--- src/rtl/servo_pwm_multi_if.sv ---
// Command/status bundle between the steering controller and servo_pwm_multi.
interface servo_pwm_multi_if #(
    parameter int CHANNELS = 2,
    parameter int POS_W    = 8
);
    logic [CHANNELS*POS_W-1:0] target_pos;
    logic                      load;
    logic                      enable;
    logic [CHANNELS-1:0]       pwm;
    logic [CHANNELS*POS_W-1:0] cur_pos;
    logic                      frame_tick;
    logic                      busy;

    modport master (output target_pos, load, enable,
                    input  pwm, cur_pos, frame_tick, busy);
    modport slave  (input  target_pos, load, enable,
                    output pwm, cur_pos, frame_tick, busy);
endinterface

--- src/rtl/servo_pwm_multi.sv ---
// Multi-channel RC-servo PWM: shared microsecond prescaler and frame counter,
// per-channel latched target with a per-frame slew limiter.
module servo_pwm_lane #(
    parameter int POS_W     = 8,
    parameter int CNT_W     = 15,
    parameter int WID_W     = 11,
    parameter int MIN_US    = 1000,
    parameter int MAX_US    = 2000,
    parameter int SLEW_STEP = 4
) (
    input  logic             clk,
    input  logic             rst,
    input  logic             fb,
    input  logic             enable,
    input  logic             load,
    input  logic             armed,
    input  logic [CNT_W-1:0] us_cnt_nxt,
    input  logic [POS_W-1:0] tgt_in,
    output logic             pwm,
    output logic [POS_W-1:0] cur,
    output logic             neq
);
    localparam int SPAN   = MAX_US - MIN_US;
    localparam int PROD_W = POS_W + $clog2(SPAN + 1);
    localparam int SW     = POS_W + 1;
    localparam int CMP_W  = (CNT_W > WID_W) ? CNT_W : WID_W;
    localparam logic [POS_W-1:0]        CENTRE    = {1'b1, {(POS_W-1){1'b0}}};
    localparam logic [WID_W-1:0]        WIDTH_RST = WID_W'(MIN_US + SPAN / 2);
    localparam logic signed [SW-1:0]    STEP_S    = SW'(SLEW_STEP);

    logic [POS_W-1:0]     tgt_q, tgt_d, cur_q, cur_d;
    logic [WID_W-1:0]     width_q, width_d;
    logic                 pwm_q, pwm_d;
    logic signed [SW-1:0] diff;

    function automatic logic [WID_W-1:0] width_of(input logic [POS_W-1:0] p);
        logic [PROD_W-1:0] prod;
        prod = PROD_W'(p) * PROD_W'(SPAN);
        return WID_W'(MIN_US) + WID_W'(prod >> POS_W);
    endfunction

    always_comb begin
        tgt_d = load ? tgt_in : tgt_q;
        cur_d = cur_q;
        diff  = $signed({1'b0, tgt_q}) - $signed({1'b0, cur_q});
        // Slew uses the target held before this edge, so a load in the FB cycle waits a frame.
        if (fb && enable) begin
            if (SLEW_STEP == 0 || (diff <= STEP_S && diff >= -STEP_S))
                cur_d = tgt_q;
            else if (!diff[SW-1])
                cur_d = cur_q + POS_W'(SLEW_STEP);
            else
                cur_d = cur_q - POS_W'(SLEW_STEP);
        end
        width_d = fb ? width_of(cur_d) : width_q;
        pwm_d   = armed && enable && (CMP_W'(us_cnt_nxt) < CMP_W'(width_d));
        neq     = (cur_d != tgt_d);
    end

    always_ff @(posedge clk or posedge rst) begin
        if (rst) begin
            tgt_q   <= CENTRE;
            cur_q   <= CENTRE;
            width_q <= WIDTH_RST;
            pwm_q   <= 1'b0;
        end else begin
            tgt_q   <= tgt_d;
            cur_q   <= cur_d;
            width_q <= width_d;
            pwm_q   <= pwm_d;
        end
    end

    assign pwm = pwm_q;
    assign cur = cur_q;
endmodule

module servo_pwm_multi #(
    parameter int CLK_HZ    = 100_000_000,
    parameter int CHANNELS  = 2,
    parameter int POS_W     = 8,
    parameter int FRAME_US  = 20000,
    parameter int MIN_US    = 1000,
    parameter int MAX_US    = 2000,
    parameter int SLEW_STEP = 4
) (
    input logic              clk,
    input logic              rst,
    servo_pwm_multi_if.slave bus
);
    localparam int DIV   = CLK_HZ / 1_000_000;
    localparam int PRE_W = (DIV > 1) ? $clog2(DIV) : 1;
    localparam int CNT_W = $clog2(FRAME_US);
    localparam int WID_W = $clog2(MAX_US + 1);

    logic [PRE_W-1:0] presc_q, presc_d;
    logic [CNT_W-1:0] us_cnt_q, us_cnt_d;
    logic             us_tick, fb;
    logic             frame_tick_q, frame_tick_d;
    logic             armed_q, armed_d;
    logic             busy_q, busy_d;
    logic [CHANNELS-1:0]            neq;
    logic [CHANNELS-1:0]            pwm_w;
    logic [CHANNELS-1:0][POS_W-1:0] cur_w;

    always_comb begin
        us_tick  = (presc_q == PRE_W'(DIV - 1));
        presc_d  = us_tick ? '0 : presc_q + PRE_W'(1);
        fb       = us_tick && (us_cnt_q == CNT_W'(FRAME_US - 1));
        us_cnt_d = us_cnt_q;
        if (fb)
            us_cnt_d = '0;
        else if (us_tick)
            us_cnt_d = us_cnt_q + CNT_W'(1);
        frame_tick_d = fb;
        // Pulses are held off after reset until the first full frame begins.
        armed_d      = armed_q | fb;
        busy_d       = |neq;
    end

    always_ff @(posedge clk or posedge rst) begin
        if (rst) begin
            presc_q      <= '0;
            us_cnt_q     <= '0;
            frame_tick_q <= 1'b0;
            armed_q      <= 1'b0;
            busy_q       <= 1'b0;
        end else begin
            presc_q      <= presc_d;
            us_cnt_q     <= us_cnt_d;
            frame_tick_q <= frame_tick_d;
            armed_q      <= armed_d;
            busy_q       <= busy_d;
        end
    end

    genvar i;
    generate
        for (i = 0; i < CHANNELS; i++) begin : g_lane
            servo_pwm_lane #(
                .POS_W(POS_W), .CNT_W(CNT_W), .WID_W(WID_W),
                .MIN_US(MIN_US), .MAX_US(MAX_US), .SLEW_STEP(SLEW_STEP)
            ) u_lane (
                .clk       (clk),
                .rst       (rst),
                .fb        (fb),
                .enable    (bus.enable),
                .load      (bus.load),
                .armed     (armed_d),
                .us_cnt_nxt(us_cnt_d),
                .tgt_in    (bus.target_pos[i*POS_W +: POS_W]),
                .pwm       (pwm_w[i]),
                .cur       (cur_w[i]),
                .neq       (neq[i])
            );
        end
    endgenerate

    assign bus.pwm        = pwm_w;
    assign bus.cur_pos    = cur_w;
    assign bus.frame_tick = frame_tick_q;
    assign bus.busy       = busy_q;
endmodule

--- src/flat_wrapper.sv ---
// flat-port wrapper written by rule: the top's interface ports become plain ports
module servo_pwm_multi_flat 
#(
    parameter int CLK_HZ    = 100_000_000,
    parameter int CHANNELS  = 2,
    parameter int POS_W     = 8,
    parameter int FRAME_US  = 20000,
    parameter int MIN_US    = 1000,
    parameter int MAX_US    = 2000,
    parameter int SLEW_STEP = 4
)
  (clk, rst, bus_target_pos, bus_load, bus_enable, bus_pwm, bus_cur_pos, bus_frame_tick, bus_busy);
  servo_pwm_multi_if #(.CHANNELS(CHANNELS), .POS_W(POS_W)) bus_i ();
  input logic clk;
  input logic rst;
  input wire logic [$bits(bus_i.target_pos)-1:0] bus_target_pos;
  input wire logic [$bits(bus_i.load)-1:0] bus_load;
  input wire logic [$bits(bus_i.enable)-1:0] bus_enable;
  output wire logic [$bits(bus_i.pwm)-1:0] bus_pwm;
  output wire logic [$bits(bus_i.cur_pos)-1:0] bus_cur_pos;
  output wire logic [$bits(bus_i.frame_tick)-1:0] bus_frame_tick;
  output wire logic [$bits(bus_i.busy)-1:0] bus_busy;
  assign bus_i.target_pos = bus_target_pos;
  assign bus_i.load = bus_load;
  assign bus_i.enable = bus_enable;
  assign bus_pwm = bus_i.pwm;
  assign bus_cur_pos = bus_i.cur_pos;
  assign bus_frame_tick = bus_i.frame_tick;
  assign bus_busy = bus_i.busy;
  servo_pwm_multi #(.CLK_HZ(CLK_HZ), .CHANNELS(CHANNELS), .POS_W(POS_W), .FRAME_US(FRAME_US), .MIN_US(MIN_US), .MAX_US(MAX_US), .SLEW_STEP(SLEW_STEP)) u_core (.clk(clk), .rst(rst), .bus(bus_i));
endmodule
--- config.mk ---
export PLATFORM = sky130hd
export DESIGN_NAME = servo_pwm_multi_flat
export DESIGN_NICKNAME = d
export VERILOG_FILES = /design/src/rtl/servo_pwm_multi_if.sv /design/src/rtl/servo_pwm_multi.sv /design/src/flat_wrapper.sv
export SDC_FILE = /design/constraint.sdc
export NUM_CORES = 1
export LEC_CHECK = 0
export BUFFER_PORTS_ARGS = -buffer_cell sky130_fd_sc_hd__buf_4
export CELL_PAD_IN_SITES_DETAIL_PLACEMENT = 0
export CELL_PAD_IN_SITES_GLOBAL_PLACEMENT = 1
export CORE_MARGIN = 1.5
export CORE_UTILIZATION = 50
export DETAILED_ROUTE_END_ITERATION = 12
export PLACE_DENSITY = 0.87
export SYNTH_ARGS = -nofsm -noshare
export SYNTH_HDL_FRONTEND = slang
export SYNTH_SLANG_ARGS = --single-unit
--- constraint.sdc ---
create_clock -name clk -period 11.24 [get_ports clk]
set_clock_uncertainty 0.2 [all_clocks]
set_input_delay 0 -clock clk [delete_from_list [all_inputs] [get_ports clk]]
set_output_delay 0 -clock clk [all_outputs]
set_load 0.01 [all_outputs]
==> metrics.yaml <==
pre_cts_slack_ns: 1.68
finalHoldViolCount: 0
placed_cells: 1139
synthTopCellsByArea: "dfrtp_1, ha_1, fa_1, dfstp_2, inv_1"
netlist_instances: 895
post_cts_buffers: 0
initialDrtViolationCount: 362
p_int_uw: 512
clk_path_buf_depth: 2
pwr-share-seq_pct: 42.4
p_comb_share_pct: 18.1
rows: 47
n_antenna_cell: 0
synth_area_per_cell_um2: 9.41
worstMarginPinSlew_ns: 1.04
synthTopCellsByCount: "ha_1, inv_1, dfrtp_1, nand2_1, xnor2_1"
gr-total-overflow: 0
drive_above_1_share_pct: 11.4
hold_buffers: 37
yosysTopAreaCell: "dfrtp_1"
startpoint_type: "flip-flop"
fillers: 1438
holdWs_ns: 0.245
path_clk_slew_ns: 0.06
port_buffers: 39
hp-class: "in2reg"
critPathBufInv: 5
nets: 1151
async_flop_share_pct: 100
drt-total-wl_um: 18100
final_antenna_net_count: 0
min_period_ns: 9.61
die-height_um: 133
first_pass_iters: 7
cts_tree: "built"
cp_top_family: "adder cells"
cellPowerDensity_nw_per_um2: 74.7
initial_utilization_pct: 51.0
p_sw_share_pct: 28.5
rsz0062_at_grt: "no"
cts_max_level: 3
grt_pass1_vias: 6607
die_width_um: 133
grt_usage_pct: 22.2
drv_cap: 0
power_switching_uw: 204
io_pins: 40
core_um2: 16500
worstSetupPathType: "reg2reg"
ys_ff_latch: 81
outcome: "finished clean"
vdd_drop_max_mv: 0.0813
synthDistinctLibCells: 76
clkSinkCount: 81
post-synth-top-count-cell: "ha_1"
slowest_delay_ns: 0.57
layout.cells.non_filler: 1192
synth_edf_count: 0
yosysSeqAreaShare_pct: 24.3
fmax_ghz: 0.104
grt_antenna_before_repair: 0
finalSetupViolCount: 0
cts-root-buf: "clkbuf_16"
dieArea_um2: 17600
grt_max_degree: 82
drc_errors: 0
insertion_delay_ns: 0.35
vias: 6467
cts_buffers: 9
gp_congestion: 0.858
syn_nets: 1079
grt_pass1_wl_um: 31700
final_max_slew_viol_count: 0
crit_fanout: 6
area_growth_pct: 13.8
wl_per_cell_um: 15.2
relSlewSlack_pct: 30.6
clock_power_share_pct: 39.5
setup_ws_ns: 1.63
finalCritPeriodShare_pct: 85.5
p_leak_uw: 0.00481
setup-tns-final_ns: 0
synthFlopType: "dfrtp_1"
arrival_ns: 9.66
cp_slowest_cell: "fa_1"
cts-resized-gates: 0
cp.required_ns: 11.29
hpwlAfterDp_um: 13900
endpoint_kind: "flip-flop"
vias_per_cell: 5.43
netlist.area_leader.share_pct: 18.7
cp_common_cell: "ha_1"
syn_area_um2: 8420
yosys_warnings: 0
[final timing paths]
path                                                     from                            endpoint  slack [ns]  depth (start not counted)
max                          u_core.g_lane[1].u_lane.tgt_q[0]         u_core.g_lane[1].u_lane.pwm        1.63                         37
min                                                  bus_load                     u_core.bus.busy        0.24                          5
min in group asynchronous                                 rst    u_core.g_lane[0].u_lane.tgt_q[1]        0.36                          4
max in group asynchronous                                 rst                   u_core.presc_q[5]        9.81                          4
min reg2reg                u_core.g_lane[1].u_lane.width_q[2]  u_core.g_lane[1].u_lane.width_q[2]        0.27                          2
max reg2reg                  u_core.g_lane[1].u_lane.tgt_q[0]         u_core.g_lane[1].u_lane.pwm        1.63                         37
[cells in the final DEF (no fill, tap or decap), types with 3 or more instances in the layout]
cell | Yosys | layout
ha_1 | 120 | 120
inv_1 | 119 | 118
dfrtp_1 | 63 | 63
nand2_1 | 60 | 60
xnor2_1 | 49 | 49
nor2_1 | 46 | 46
a21oi_1 | 45 | 45
fa_1 | 44 | 44
buf_4 | 2 | 42
dlygate4sd3_1 | 0 | 37
o21ai_0 | 35 | 35
a21o_1 | 23 | 23
xor2_1 | 23 | 23
nand3_1 | 20 | 20
mux2_2 | 18 | 18
dfstp_2 | 18 | 18
and3_1 | 17 | 17
nand4_1 | 15 | 15
mux2i_1 | 14 | 14
nor2b_1 | 12 | 12
nor3_1 | 11 | 11
o21a_1 | 10 | 10
clkbuf_16 | 0 | 9
o211ai_1 | 8 | 8
or3_1 | 7 | 7
a211oi_1 | 7 | 7
a211o_1 | 7 | 7
nand2b_1 | 6 | 6
o21bai_1 | 5 | 5
and2_1 | 4 | 4
a311oi_1 | 3 | 3
nor4_1 | 3 | 3
a211oi_2 | 3 | 3
nor3b_1 | 3 | 3
o22ai_1 | 3 | 3
a31oi_1 | 3 | 3
a2111oi_0 | 3 | 3
clkinv_2 | 0 | 3
[power groups by stage]
stage	Combinational [uW]	Sequential, uW	Clock (uW)
final	130	304	283
after global routing	144	304	302
after CTS	128	303	288
after detailed placement	114	309	0
after global placement	114	309	0
after floorplan	88.4	307	0
[state kept, by name, indices dropped and copies added (netlist names)]
| register | flops |
|---|---|
| u_core.g_lane.u_lane.tgt_q | 16 |
| u_core.bus.busy | 1 |
| u_core.bus.frame_tick | 1 |
| u_core.us_cnt_q | 15 |
| u_core.g_lane.u_lane.pwm | 2 |
| u_core.g_lane.u_lane.width_q | 22 |
| u_core.g_lane.u_lane.cur | 16 |
| u_core.armed_q | 1 |
| u_core.presc_q | 7 |
[worst min-delay path, delay by kind of cell]
family        cells  cell delay, ns
simple gates      2            0.15
xor+xnor          1            0.13
buf+inv           1            0.20
mux               1            0.28
[per-stage QoR]
step / utilization (%) / area [um2] / power [uW]
2_1_floorplan: - / 8420 / 395
3_3_place_gp: 54.1 / 8940 / 423
3_5_place_dp: 54.1 / 8940 / 423
4_1_cts: 58.0 / 9590 / 720
5_1_grt: 58.0 / 9590 / 750
6_report: 58.0 / 9590 / 716
[logic make-up after synthesis]
logic type / after synthesis / synth area share, %
AND/OR/NAND/NOR: 221 / 13.6
AO/OA/AOI/OAI: 185 / 15.4
adder cells (fa/ha/maj): 164 / 28.3
buffers and inverters: 137 / 6.21
flip-flops: 81 / 24.3
XOR/XNOR: 74 / 7.95
multiplexers: 33 / 4.25
[metal layers]
layer / wire [um] / part of all wire [%] / track usage, % / vias up
met2: 8610 / 48 / 37.4 / 91
met3: 386 / 2.1 / 3.26 / 20
met4: 240 / 1.3 / 5.31 / 0
met5: 0 / 0 / 0 / -
met1: 8870 / 49 / 30.1 / 3077
li1: - / - / - / 3279
[cell type report]
cell class | instances | area [um2] | area share [%]
Tap cell | 220 | 275 | 2.87
Multi-Input combinational cell | 677 | 5850 | 61.0
Clock inverter | 7 | 55.1 | 0.574
Sequential cell | 81 | 2050 | 21.4
Timing Repair Buffer | 79 | 686 | 7.15
Inverter | 119 | 448 | 4.67
Clock buffer | 9 | 225 | 2.35
Power figures use the tool's default switching activity.
